## src/rtl/rca_pkg.sv

```systemverilog
// Shared types and sizing constants for the bit-serial ripple-carry subtractor.
package rca_pkg;

  localparam int RCA_WIDTH = 4;
  localparam int RCA_CNT_W = $clog2(RCA_WIDTH + 1);

  typedef enum logic [1:0] {
    IDLE,
    SHIFT,
    DONE
  } state_t;

endpackage

```

## src/rtl/full_subtractor_1bit.sv

```systemverilog
// One-bit full subtractor: d = x - y - bin, with borrow out.
module full_subtractor_1bit (
  input  logic x,
  input  logic y,
  input  logic bin,
  output logic d,
  output logic bout
);

  assign d    = x ^ y ^ bin;
  assign bout = (~x & y) | (~x & bin) | (y & bin);

endmodule

```

## src/rtl/rca_serial_subtractor.sv

```systemverilog
// Bit-serial inverse of the ripple-carry adder: recovers A = Q - B - Cin, LSB first.
// Optional range flag on err is built only when RCA_SERIAL_SUB_RANGE_CHECK_EN is defined.
module rca_serial_subtractor
  import rca_pkg::*;
#(
  parameter int WIDTH = RCA_WIDTH
) (
  input  logic             clk,
  input  logic             rst_n,
  input  logic             enable,
  input  logic [WIDTH:0]   Q,
  input  logic [WIDTH-1:0] B,
  input  logic             Cin,
  output logic [WIDTH-1:0] A,
  output logic             busy,
  output logic             valid,
  output logic             err
);

  localparam int CNT_W = (WIDTH == RCA_WIDTH) ? RCA_CNT_W : $clog2(WIDTH + 1);

  state_t           state;
  state_t           state_next;
  logic [WIDTH:0]   q_sr;
  logic [WIDTH:0]   b_sr;
  logic [WIDTH-1:0] res_sr;
  logic [WIDTH:0]   res_next;
  logic [CNT_W-1:0] cnt;
  logic             borrow;
  logic             d_bit;
  logic             bout;
  logic             last_bit;

  full_subtractor_1bit u_fsub (
    .x   (q_sr[0]),
    .y   (b_sr[0]),
    .bin (borrow),
    .d   (d_bit),
    .bout(bout)
  );

  // res_sr keeps the upper WIDTH bits seen so far; on the final bit the full difference is res_next.
  assign res_next = {d_bit, res_sr};
  assign last_bit = (cnt == CNT_W'(WIDTH));

  always_ff @(posedge clk or negedge rst_n) begin
    if (!rst_n) begin
      state <= IDLE;
    end else begin
      state <= state_next;
    end
  end

  always_comb begin
    state_next = state;
    case (state)
      IDLE:    if (enable) state_next = SHIFT;
      SHIFT:   if (last_bit) state_next = DONE;
      DONE:    state_next = IDLE;
      default: state_next = IDLE;
    endcase
  end

  always_comb begin
    busy  = (state == SHIFT);
    valid = (state == DONE);
  end

  always_ff @(posedge clk or negedge rst_n) begin
    if (!rst_n) begin
      q_sr   <= '0;
      b_sr   <= '0;
      res_sr <= '0;
      cnt    <= '0;
      borrow <= 1'b0;
      A      <= '0;
    end else begin
      case (state)
        IDLE: begin
          if (enable) begin
            q_sr   <= Q;
            b_sr   <= {1'b0, B};
            res_sr <= '0;
            cnt    <= '0;
            borrow <= Cin;
          end
        end
        SHIFT: begin
          q_sr   <= q_sr >> 1;
          b_sr   <= b_sr >> 1;
          res_sr <= res_next[WIDTH:1];
          borrow <= bout;
          cnt    <= cnt + 1'b1;
          if (last_bit) begin
            A <= res_next[WIDTH-1:0];
          end
        end
        default: begin
        end
      endcase
    end
  end

`ifdef RCA_SERIAL_SUB_RANGE_CHECK_EN
  logic err_q;

  // A negative difference leaves a borrow; an over-wide one sets the top difference bit.
  always_ff @(posedge clk or negedge rst_n) begin
    if (!rst_n) begin
      err_q <= 1'b0;
    end else if (state == SHIFT && last_bit) begin
      err_q <= bout | res_next[WIDTH];
    end
  end

  assign err = err_q;
`else
  assign err = 1'b0;
`endif

endmodule
```

## config.mk

```make
export PLATFORM = sky130hd
export DESIGN_NAME = rca_serial_subtractor
export DESIGN_NICKNAME = d
export VERILOG_FILES = /design/src/rtl/rca_pkg.sv /design/src/rtl/full_subtractor_1bit.sv /design/src/rtl/rca_serial_subtractor.sv
export SDC_FILE = /design/constraint.sdc
export NUM_CORES = 1
export LEC_CHECK = 0
export CORE_AREA = 5 5 56 58
export CTS_CLUSTER_SIZE = 25
export DETAILED_ROUTE_END_ITERATION = 10
export DIE_AREA = 0 0 61 63
export PLACE_DENSITY = 0.72
export SYNTH_ARGS = -nofsm -noshare
export SYNTH_HDL_FRONTEND = slang
export SYNTH_SLANG_ARGS = --single-unit
```

## constraint.sdc

```tcl
create_clock -name clk -period 2.65 [get_ports clk]
set_input_delay 0.53 -clock clk [delete_from_list [all_inputs] [get_ports clk]]
set_output_delay 0.53 -clock clk [all_outputs]
set_load 0.01 [all_outputs]
```

### Yosys cells after proc, flatten, opt, wreduce, memory -nomap -nowiden

Index checks and enable logic that the tools add are counted.

| operators by class | value |
|---|---|
| $add $sub $neg | 1 |
| equal/unequal tests | 5 |
| mux-type cells | 13 |
| bitwise operators | 8 |
| reductions and logical operators | 5 |

Operators with widths:

| operator | count |
|---|---|
| case mux 5 bit (2 select lines) | 2 |
| 2-to-1 mux 5 bit | 2 |
| case mux 4 bit (2 select lines) | 1 |
| case mux 3 bit (2 select lines) | 1 |
| AND reduction 2 bit | 3 |
| 2-to-1 mux 2 bit | 2 |
| 2-to-1 mux 4 bit | 1 |
| case mux 2 bit (2 select lines) | 1 |
| adder 3 x 1 -> 3 bit (second input constant) | 1 |
| bitwise AND 1 bit | 3 |
| equality test 3 bit (second input constant) | 1 |
| 2-to-1 mux 3 bit | 1 |
| equality test 2 x 1 -> 1 bit (second input constant) | 1 |
| equality test 2 bit (second input constant) | 1 |
| zero test 2 bit | 1 |
| != test 2 x 1 -> 1 bit (second input constant) | 1 |
| != test 2 bit (second input constant) | 1 |
| OR 1 bit | 2 |
| case mux 1 bit (2 select lines) | 1 |
| nonzero test 2 bit | 1 |
| XOR 1 bit | 2 |
| 2-to-1 mux 1 bit | 1 |
| inverter 1 bit | 1 |

| storage, ports and cells | value |
|---|---|
| register bits after elaboration | 24 |
| input port bits | 13 |
| output and inout port bits | 7 |

### Depth between registers and ports, before layout

Gate-level depths: netlist of run 1.

| logic depth | value |
|---|---|
| depth in word-level cells | 5 |
| mapped depth | 4 |

### Hierarchy

A second synthesis of run 1 with hierarchy kept.

| unflattened totals | value |
|---|---|
| cells, all modules | 93 |
| area, all modules | 1,081.0 um2 |

By module, submodules not included:

| module | instances | cells an instance | area each (um2) | sequential area each (um2) |
|---|---|---|---|---|
| rca_serial_subtractor | 1 | 90 | 1,053.5 | 575.6 |
| full_subtractor_1bit | 1 | 3 | 27.5 | 0.0 |

### Worst setup path after synthesis of run 1

Ideal clock, no wire load.

| timing path | value |
|---|---|
| kind | register -> output |
| from | register state[1] |
| to | output port valid |
| arrival | 0.919 ns |
| data required time | 2.120 ns |
| setup slack | 1.201 ns |
| cell stages (with the launch flop) | 4 |
| buffers on the path | 2 |
| cell sequence | dfrtp_1 -> buf_6 -> buf_2 -> nor2b_1 |

| on the way | value |
|---|---|
| longest elaborated chain between the ends | 1 |

Ends and longest elaborated chain:

| item | RTL line | text |
|---|---|---|
| from (decl) | rca_serial_subtractor.sv:22 | `state_t state;` |
| from (signal assigned) | rca_serial_subtractor.sv:50 | `state <= state_next;` |
| equality test 2 bit | rca_serial_subtractor.sv:66 | `valid = (state == DONE);` |
| to (decl) | rca_serial_subtractor.sv:16 | `output logic valid,` |

Every way passes these cells.

### Worst setup path in the final report of run 1

| timing path | value |
|---|---|
| from | register state[1] |
| to | output port busy |

| on the way | value |
|---|---|
| longest elaborated chain between the ends | 1 |

Ends and longest elaborated chain:

| item | RTL line | text |
|---|---|---|
| equality test 2 x 1 -> 1 bit | rca_serial_subtractor.sv:65 | `busy = (state == SHIFT);` |
| to (decl) | rca_serial_subtractor.sv:15 | `output logic busy,` |

Every way passes these cells.

==> out/qor.yml, run 1 <==
drt:
  drtIter0Drc: 9
  routed_wl_um: 2030
  avgRoutedWirePerCell_um: 14.4
  num_vias: 760
  vias_per_cell: 5.39
  drtPass1Iterations: 4
  drcViolationCount: 0
  detail-route-antenna-nets: 0
cts:
  clock-root-buffer: "clkbuf_4"
  post_cts_buffers: 0
  cts_buffers: 3
  clock_path_buffers: 2
  clk_pin_slew_ps: 130
  cts_tree: "done"
  clk_latency_ps: 310
  cts_htree_levels: 1
  cts_hold_buf: 0
  cts_num_sinks: 23
  ctsResizeCount: 0
min_path:
  min_path_type: "register to register"
status:
  status: "complete, no violations"
grt:
  grt_max_degree: 24
  antenna_found_initial: 0
  gr-total-overflow: 0
  grt_pass1_wl_um: 3690
  grt.total_usage_pct: 12.5
  grt_pass1_vias: 833
floorplan:
  start_util_pct: 46.1
  rows: 19
  die_w_um: 61
  die_area_um2: 3840
  io_pins: 20
  placeableCoreArea_um2: 2620
  die_h_um: 63
logic_synthesis:
  syn_nets: 109
  synth-compound-area-share_pct: 16.6
  synth-xor-area-share_pct: 0
  synthAdderAreaFrac_pct: 3.73
  synth_cells: 93
  synthMuxAreaShare_pct: 5.91
  postSynth.asyncResetShare_pct: 100
  ys_types: 28
  synth_edf_count: 0
  synth-simple-area-share_pct: 16.1
  synth_seq_area_share_pct: 47.7
  ys.flop_type: "dfrtp_1"
  syn_area_per_cell_um2: 13.0
  synth_top_family_by_area: "compound AO/OA/AOI/OAI gates"
  synth_warnings: 0
  synthesis.area_um2: 1210
  ys_ff_latch: 23
power:
  switching_share_pct: 36.0
  combPwrFrac_pct: 48.1
  p_leak_nw: 0.635
  p_clk_share_pct: 10.8
  power_switching_mw: 0.543
  power.internal_mw: 0.964
  peakVddDrop_mv: 0.647
  powerDensity_nw_per_um2: 1070
  power_frac_seq_pct: 41.1
timing:
  post-route-min-period_ps: 2350
  layout_setup_ws_ps: 302
  max_freq_ghz: 0.426
  setup_tns_ps: 0
  post-route-period-util_pct: 88.6
  rsz0062_at_grt: "false"
  setup_viol: 0
  slew_viol_final: 0
  finalHoldViolCount: 0
  clock_skew_ps: 0.732
worst_setup_path:
  start_kind: "register"
  cp_max_fo: 12
  arrival_ps: 1820
  critPathCaptureType: "primary output"
  worstSetupPathType: "register to primary output"
  worstPathRequired_ps: 2120
cells_and_area:
  num_antenna_cells: 0
  n_fill_cell: 258
  nets: 127
  drive_gt1_share_pct: 20.9
  syn_to_final_growth_pct: 16.7
placement:
  port_buffers: 18
  routabilityCongestion: 0.758
  place_ws_ps: 648
  dp_hpwl_um: 1480
flow_run:
  maxCapViolCount: 0
## cell families (layout without fill, tap and decap cells)
| logic type | after synthesis | after routing |
|---|---|---|
| flip-flops | 23 | 23 |
| AND/OR/NAND/NOR | 22 | 22 |
| buffers and inverters | 21 | 38 |
| AO/OA/AOI/OAI | 18 | 18 |
| multiplexers | 5 | 5 |
| adder cells (fa/ha/maj) | 3 | 3 |
| other | 1 | 1 |
## through the flow
stage	total power, mW	utilization [%]	cells	cell area (um2)	hold WS (ps)
after floorplan	1.21	-	93	1210	234
after global placement	1.34	52.8	137	1380	473
after detailed placement	1.37	52.8	137	1380	484
after CTS	1.53	53.8	141	1410	515
after global routing	1.64	53.8	141	1410	528
final	1.51	53.8	141	1410	507
## cells in the mapped netlist, types with 2 or more instances
library cell / instances / area share, %
dfrtp_1: 23 / 48
inv_1: 13 / 4.0
nor4b_1: 7 / 5.1
a22o_1: 5 / 3.6
a211oi_2: 4 / 4.1
buf_6: 4 / 3.7
mux2_4: 4 / 5.0
nor3b_1: 4 / 2.5
a221oi_2: 3 / 3.7
buf_2: 3 / 1.2
ha_1: 2 / 2.1
nand2_1: 2 / 0.62
nand3b_1: 2 / 1.2
nor2b_1: 2 / 1.0
o221ai_1: 2 / 1.5
## cells in the final DEF, fill, tap and decap left out
cell type / count
dfrtp_1: 23
clkdlybuf4s50_1: 18
inv_1: 13
nor4b_1: 7
a22o_1: 5
mux2_4: 4
nor3b_1: 4
a211oi_2: 4
a221oi_2: 3
clkbuf_4: 3
buf_4: 3
nor2b_1: 2
nand3b_1: 2
nand2_1: 2
o221ai_1: 2
ha_1: 2
nor2b_4: 1
nand4b_4: 1
o21bai_4: 1
nor4b_2: 1
or2_1: 1
and3b_1: 1
a221o_1: 1
a221oi_1: 1
mux2_2: 1
a31oi_1: 1
fa_1: 1
conb_1: 1
clkinv_2: 1
## worst paths after layout
| check | from | end | slack (ps) | cells past startpoint |
|---|---|---|---|---|
| max | state[1] | busy | 300 | 2 |
| min | b_sr[3] | b_sr[3] | 510 | 2 |
| max reg2reg | state[1] | cnt[2] | 1270 | 2 |
| min reg2reg | b_sr[3] | b_sr[3] | 510 | 2 |
| max in group asynchronous | rst_n | b_sr[2] | 1870 | 2 |
| min in group asynchronous | rst_n | A[3] | 560 | 2 |
## critical path, stage by stage, from the launching register on
cell             delay, ps
dfrtp_1                540
nor2b_4                360
clkdlybuf4s50_1        610
## layer usage
metal,share of wire (%),GRT usage [%],routed length (um),vias to the layer above
met3,5.6,4.13,113,2
li1,-,-,-,366
met5,0,0,0,-
met4,0.35,1.90,7,0
met2,48,19.5,981,19
met1,46,17.2,925,373
## power by group through the flow
stage / Combinational [mW] / Clock (mW) / Sequential (mW)
6_report: 0.725 / 0.163 / 0.619
5_1_grt: 0.812 / 0.186 / 0.639
4_1_cts: 0.739 / 0.172 / 0.620
3_5_place_dp: 0.737 / 0 / 0.628
3_3_place_gp: 0.721 / 0 / 0.618
2_1_floorplan: 0.596 / 0 / 0.609
## cell type report
cell class / count / area [um2] / area share (%)
clock buffer: 3 / 22.5 / 1.60
clock inverter: 1 / 5.00 / 0.356
inverter: 13 / 48.8 / 3.47
multi-input combinational: 49 / 514 / 36.5
sequential: 23 / 576 / 40.9
tap: 31 / 38.8 / 2.76
timing repair buffer: 21 / 203 / 14.4
## flip-flops by register name, summed over array words and instances, names as in the netlist
signal,flops
borrow,1
A,4
q_sr,5
b_sr,4
cnt,3
res_sr,4
state,2
(Power assumes the default switching activity.)
==> run 2: changes to the inputs <==
Settings changed: MAX_ROUTING_LAYER set to met4.
Clock period 2.65 ns to 2.7 ns, I/O delays scaled along.
==> out/qor.yml, run 2 (same netlist as run 1, synthesis figures left out) <==
worst_setup_path:
  crit_chain: "nor2b_4 -> clkdlybuf4s50_1"
  start_kind: "register"
  critPathCaptureType: "primary output"
  arrival_ps: 1820  # about the same
  cp_slowest_cell: "clkdlybuf4s50_1"
  crit_buf_inv: 1  # unchanged
  worstSetupPathType: "register to primary output"
  critPathMaxStageDelay_ps: 610  # about the same
  crit_family: "buffers and inverters"
  cp_max_fo: 12  # unchanged
  worstPathRequired_ps: 2160  # +40 ps
floorplan:
  die_w_um: 61  # unchanged
  placeableCoreArea_um2: 2620  # unchanged
  die_area_um2: 3840  # unchanged
  start_util_pct: 46.1  # unchanged
  rows: 19  # unchanged
  io_pins: 20  # unchanged
  die_h_um: 63  # unchanged
grt:
  antenna_found_initial: 0  # unchanged
  grt_pass1_wl_um: 3690  # unchanged
  grt_max_degree: 24  # unchanged
  grt_pass1_vias: 832  # -0.12%
  grt.total_usage_pct: 12.9  # +0.33 points
  gr-total-overflow: 0  # unchanged
cts:
  cts_num_sinks: 23  # unchanged
  clk_latency_ps: 310  # about the same
  clk_pin_slew_ps: 130  # about the same
  ctsResizeCount: 0  # unchanged
  post_cts_buffers: 0  # unchanged
  cts_tree: "done"
  clock-root-buffer: "clkbuf_4"
  cts_htree_levels: 1  # unchanged
  clock_path_buffers: 2  # unchanged
  cts_buffers: 3  # unchanged
  cts_hold_buf: 0  # unchanged
timing:
  rsz0062_at_grt: "false"
  finalHoldViolCount: 0  # unchanged
  clock_skew_ps: 0.626  # -0.106 ps
  fin_hold_ws_ps: 508  # +0.774 ps
  post-route-min-period_ps: 2360
  slew_viol_final: 0  # unchanged
  post-route-period-util_pct: 87.4
  setup_tns_ps: 0  # unchanged
  layout_setup_ws_ps: 341  # +39.6 ps
  setup_viol: 0  # unchanged
  max_freq_ghz: 0.424
cells_and_area:
  syn_to_final_growth_pct: 16.7  # unchanged
  seqCellArea_um2: 576  # unchanged
  layout.cells.most_common_list: "dfrtp_1, clkdlybuf4s50_1, inv_1"
  num_antenna_cells: 0  # unchanged
  multi_input_area_um2: 514  # unchanged
  drive_gt1_share_pct: 20.9  # unchanged
  final_common_cell: "dfrtp_1"
  nets: 127  # unchanged
  n_fill_cell: 258  # unchanged
  final_cells: 141  # unchanged
  top_register: "q_sr"
  largest_reg_flops: 5  # unchanged
placement:
  place_ws_ps: 688  # +40.0 ps
  routabilityCongestion: 0.768  # +1.3%
  port_buffers: 18  # unchanged
  dp_hpwl_um: 1480  # unchanged
  dp.cells: 137  # unchanged
power:
  powerDensity_nw_per_um2: 1050  # -1.8%
  p_leak_nw: 0.635  # unchanged
  peakVddDrop_mv: 0.637  # -1.5%
drt:
  routed_wl_um: 2040  # +0.54%
  num_vias: 757  # -0.39%
  vias_per_cell: 5.37  # -0.39%
  drtPass1Iterations: 4  # unchanged
  detail-route-antenna-nets: 0  # unchanged
  drtIter0Drc: 6  # -3
  drcViolationCount: 0  # unchanged
  avgRoutedWirePerCell_um: 14.5  # +0.54%
status:
  status: "complete, no violations"
flow_run:
  maxCapViolCount: 0  # unchanged
min_path:
  min_path_type: "register to register"
## run 2: cell counts in the layout (fill, tap and decap cells not counted)
No cell type changed its count.
## run 2: area by class of cell
cell class,instances,area share (%)
flip-flops and latches,23,40.9
multi-input cells,49,36.5
repair buffers,21,14.4
inverters,13,3.47
well taps,31,2.76
clock buffers,3,1.60
clock inverters,1,0.356
## run 2: final timing paths
path                       startpoint        end  slack [ps]  cells after the start
min reg2reg                   b_sr[3]    b_sr[3]         510                      2
min in group asynchronous       rst_n       A[3]         570                      2
max                          state[1]       busy         340                      2
max reg2reg                  state[1]     cnt[2]        1320                      2
min                           b_sr[3]    b_sr[3]         510                      2
max in group asynchronous       rst_n  res_sr[1]        1900                      2
## run 2: report_power, final
part	switching [mW]	leakage (nW)	internal [mW]
sequential	0.108	0.285	0.499
clock	0.106	0.0177	0.0553
combinational	0.320	0.332	0.392
## run 2: layer usage
layer | vias to the layer above | wire [um] | track usage (%)
li1 | 365 | - | -
met1 | 371 | 933 | 17.2
met2 | 19 | 985 | 19.5
met3 | 2 | 113 | 4.13
met4 | 0 | 6 | 1.90
met5 | - | 0 | -
## run 2: tightest hold or removal path, cell delays in order, from the launching register on
cell and delay [ps]:
dfrtp_1 360, nand2_1 50, o221ai_1 60
## run 2: metrics by stage
| stage | utilization (%) | instance area (um2) | total power [mW] |
|---|---|---|---|
| 3_3_place_gp | 52.8 | 1380 | 1.31 |
| 3_5_place_dp | 52.8 | 1380 | 1.34 |
| 2_1_floorplan | - | 1210 | 1.18 |
| 6_report | 53.8 | 1410 | 1.48 |
| 4_1_cts | 53.8 | 1410 | 1.50 |
| 5_1_grt | 53.8 | 1410 | 1.61 |
==> run 3: changes to the inputs <==
Settings changed: PLACE_DENSITY 0.72 to unset, PLACE_DENSITY_LB_ADDON set to 0.12.
==> out/qor.yml, run 3 (same netlist as run 1, synthesis figures left out) <==
power:
  finalPower_mw: 1.49  # +0.85%
  powerDensity_nw_per_um2: 1050  # +0.31%
  p_leak_nw: 0.639  # +0.72%
  peakVddDrop_mv: 0.548  # -14%
cells_and_area:
  final_common_cell: "dfrtp_1"
  top_register: "q_sr"
  num_antenna_cells: 0  # unchanged
  post-route-cell-area_um2: 1420  # +0.53%
  largest_reg_flops: 5  # unchanged
  n_fill_cell: 244  # -5.4%
  nets: 128  # +0.79%
  multi_input_area_um2: 514  # unchanged
  layout.cells.most_common_list: "dfrtp_1, clkdlybuf4s50_1, inv_1"
  drive_gt1_share_pct: 21.6  # +0.71 points
  seqCellArea_um2: 576  # unchanged
  syn_to_final_growth_pct: 17.3
floorplan:
  die_w_um: 61  # unchanged
  rows: 19  # unchanged
  io_pins: 20  # unchanged
  die_area_um2: 3840  # unchanged
  placeableCoreArea_um2: 2620  # unchanged
  die_h_um: 63  # unchanged
  start_util_pct: 46.1  # unchanged
min_path:
  min_path_type: "register to register"
cts:
  clk_latency_ps: 310  # about the same
  ctsResizeCount: 0  # unchanged
  clk_pin_slew_ps: 130  # about the same
  post_cts_buffers: 0  # unchanged
  cts_htree_levels: 1  # unchanged
  cts_buffers: 3  # unchanged
  cts_hold_buf: 0  # unchanged
  clock_path_buffers: 2  # unchanged
  cts_tree: "done"
  clock-root-buffer: "clkbuf_4"
  cts_num_sinks: 23  # unchanged
drt:
  drcViolationCount: 0  # unchanged
  vias_per_cell: 5.43  # +1.1%
  num_vias: 771  # +1.8%
  drtIter0Drc: 23  # +17
  drtPass1Iterations: 6  # +2
  detail-route-antenna-nets: 0  # unchanged
  routed_wl_um: 2160  # +5.7%
  avgRoutedWirePerCell_um: 15.2  # +4.9%
timing:
  post-route-period-util_pct: 77.8  # -9.5 points
  clock_skew_ps: 6.12  # +5.49 ps
  layout_setup_ws_ps: 598  # +257 ps
  fin_hold_ws_ps: 516  # +7.38 ps
  finalHoldViolCount: 0  # unchanged
  slew_viol_final: 0  # unchanged
  max_freq_ghz: 0.476  # +12%
  setup_viol: 0  # unchanged
  rsz0062_at_grt: "false"
  post-route-min-period_ps: 2100  # -257 ps
  setup_tns_ps: 0  # unchanged
grt:
  grt_max_degree: 24  # unchanged
  grt_pass1_wl_um: 3680  # -0.19%
  antenna_found_initial: 0  # unchanged
  gr-total-overflow: 0  # unchanged
  grt.total_usage_pct: 12.8  # -0.064 points
  grt_pass1_vias: 810  # -2.6%
worst_setup_path:
  arrival_ps: 1560  # -260 ps
  cp_max_fo: 6  # -6
  worstPathRequired_ps: 2160  # about the same
  critPathCaptureType: "primary output"
  start_kind: "register"
  worstSetupPathType: "register to primary output"
status:
  status: "complete, no violations"
placement:
  routabilityCongestion: 0.748  # -2.6%
  port_buffers: 18  # unchanged
  dp_hpwl_um: 1490  # +0.70%
  placed_area_um2: 1390  # +0.54%
  place_ws_ps: 667  # -21.7 ps
flow_run:
  maxCapViolCount: 0  # unchanged
[run 3: changes by cell type in the layout (fill, tap and decap cells not counted), sizes merged]
| cell | before | now |
|---|---|---|
| buf | 3 | 4 |
[run 3: worst paths after layout]
check	start	to	slack [ps]	depth (start not counted)
worst max-delay path	state[0]	valid	600	2
worst min-delay path	b_sr[3]	b_sr[3]	520	2
worst max register to register	state[0]	cnt[2]	1230	3
worst min register to register	b_sr[3]	b_sr[3]	520	2
max in group asynchronous	rst_n	b_sr[3]	1910	2
min in group asynchronous	rst_n	q_sr[0]	560	2
[run 3: final cells by class]
cell class	count	share of cell area, %
Multi-Input combinational cell	49	36.3
Inverter	13	3.45
Sequential cell	23	40.7
Clock buffer	3	1.59
Timing Repair Buffer	22	14.9
Tap cell	31	2.74
Clock inverter	1	0.354
[run 3: metal layers]
metal	vias up	global-route usage (%)	routed length [um]
met4	0	3.25	39
li1	368	-	-
met1	381	16.3	956
met2	18	19.7	1050
met5	-	-	0
met3	4	3.93	108
[run 3: critical path, cell delays in order (launching register included)]
cell and delay (ps):
dfrtp_1 490, nor2b_1 190, clkdlybuf4s50_1 560
[run 3: where the power goes]
part / internal [mW] / switching [mW] / total [mW]
combinational: 0.402 / 0.326 / 0.729
sequential: 0.499 / 0.104 / 0.603
clock: 0.0553 / 0.105 / 0.160
[run 3: stage by stage]
step	utilization, %	cells
2_1_floorplan	-	93
3_3_place_gp	53.1	138
3_5_place_dp	53.1	138
4_1_cts	54.1	142
5_1_grt	54.1	142
6_report	54.1	142
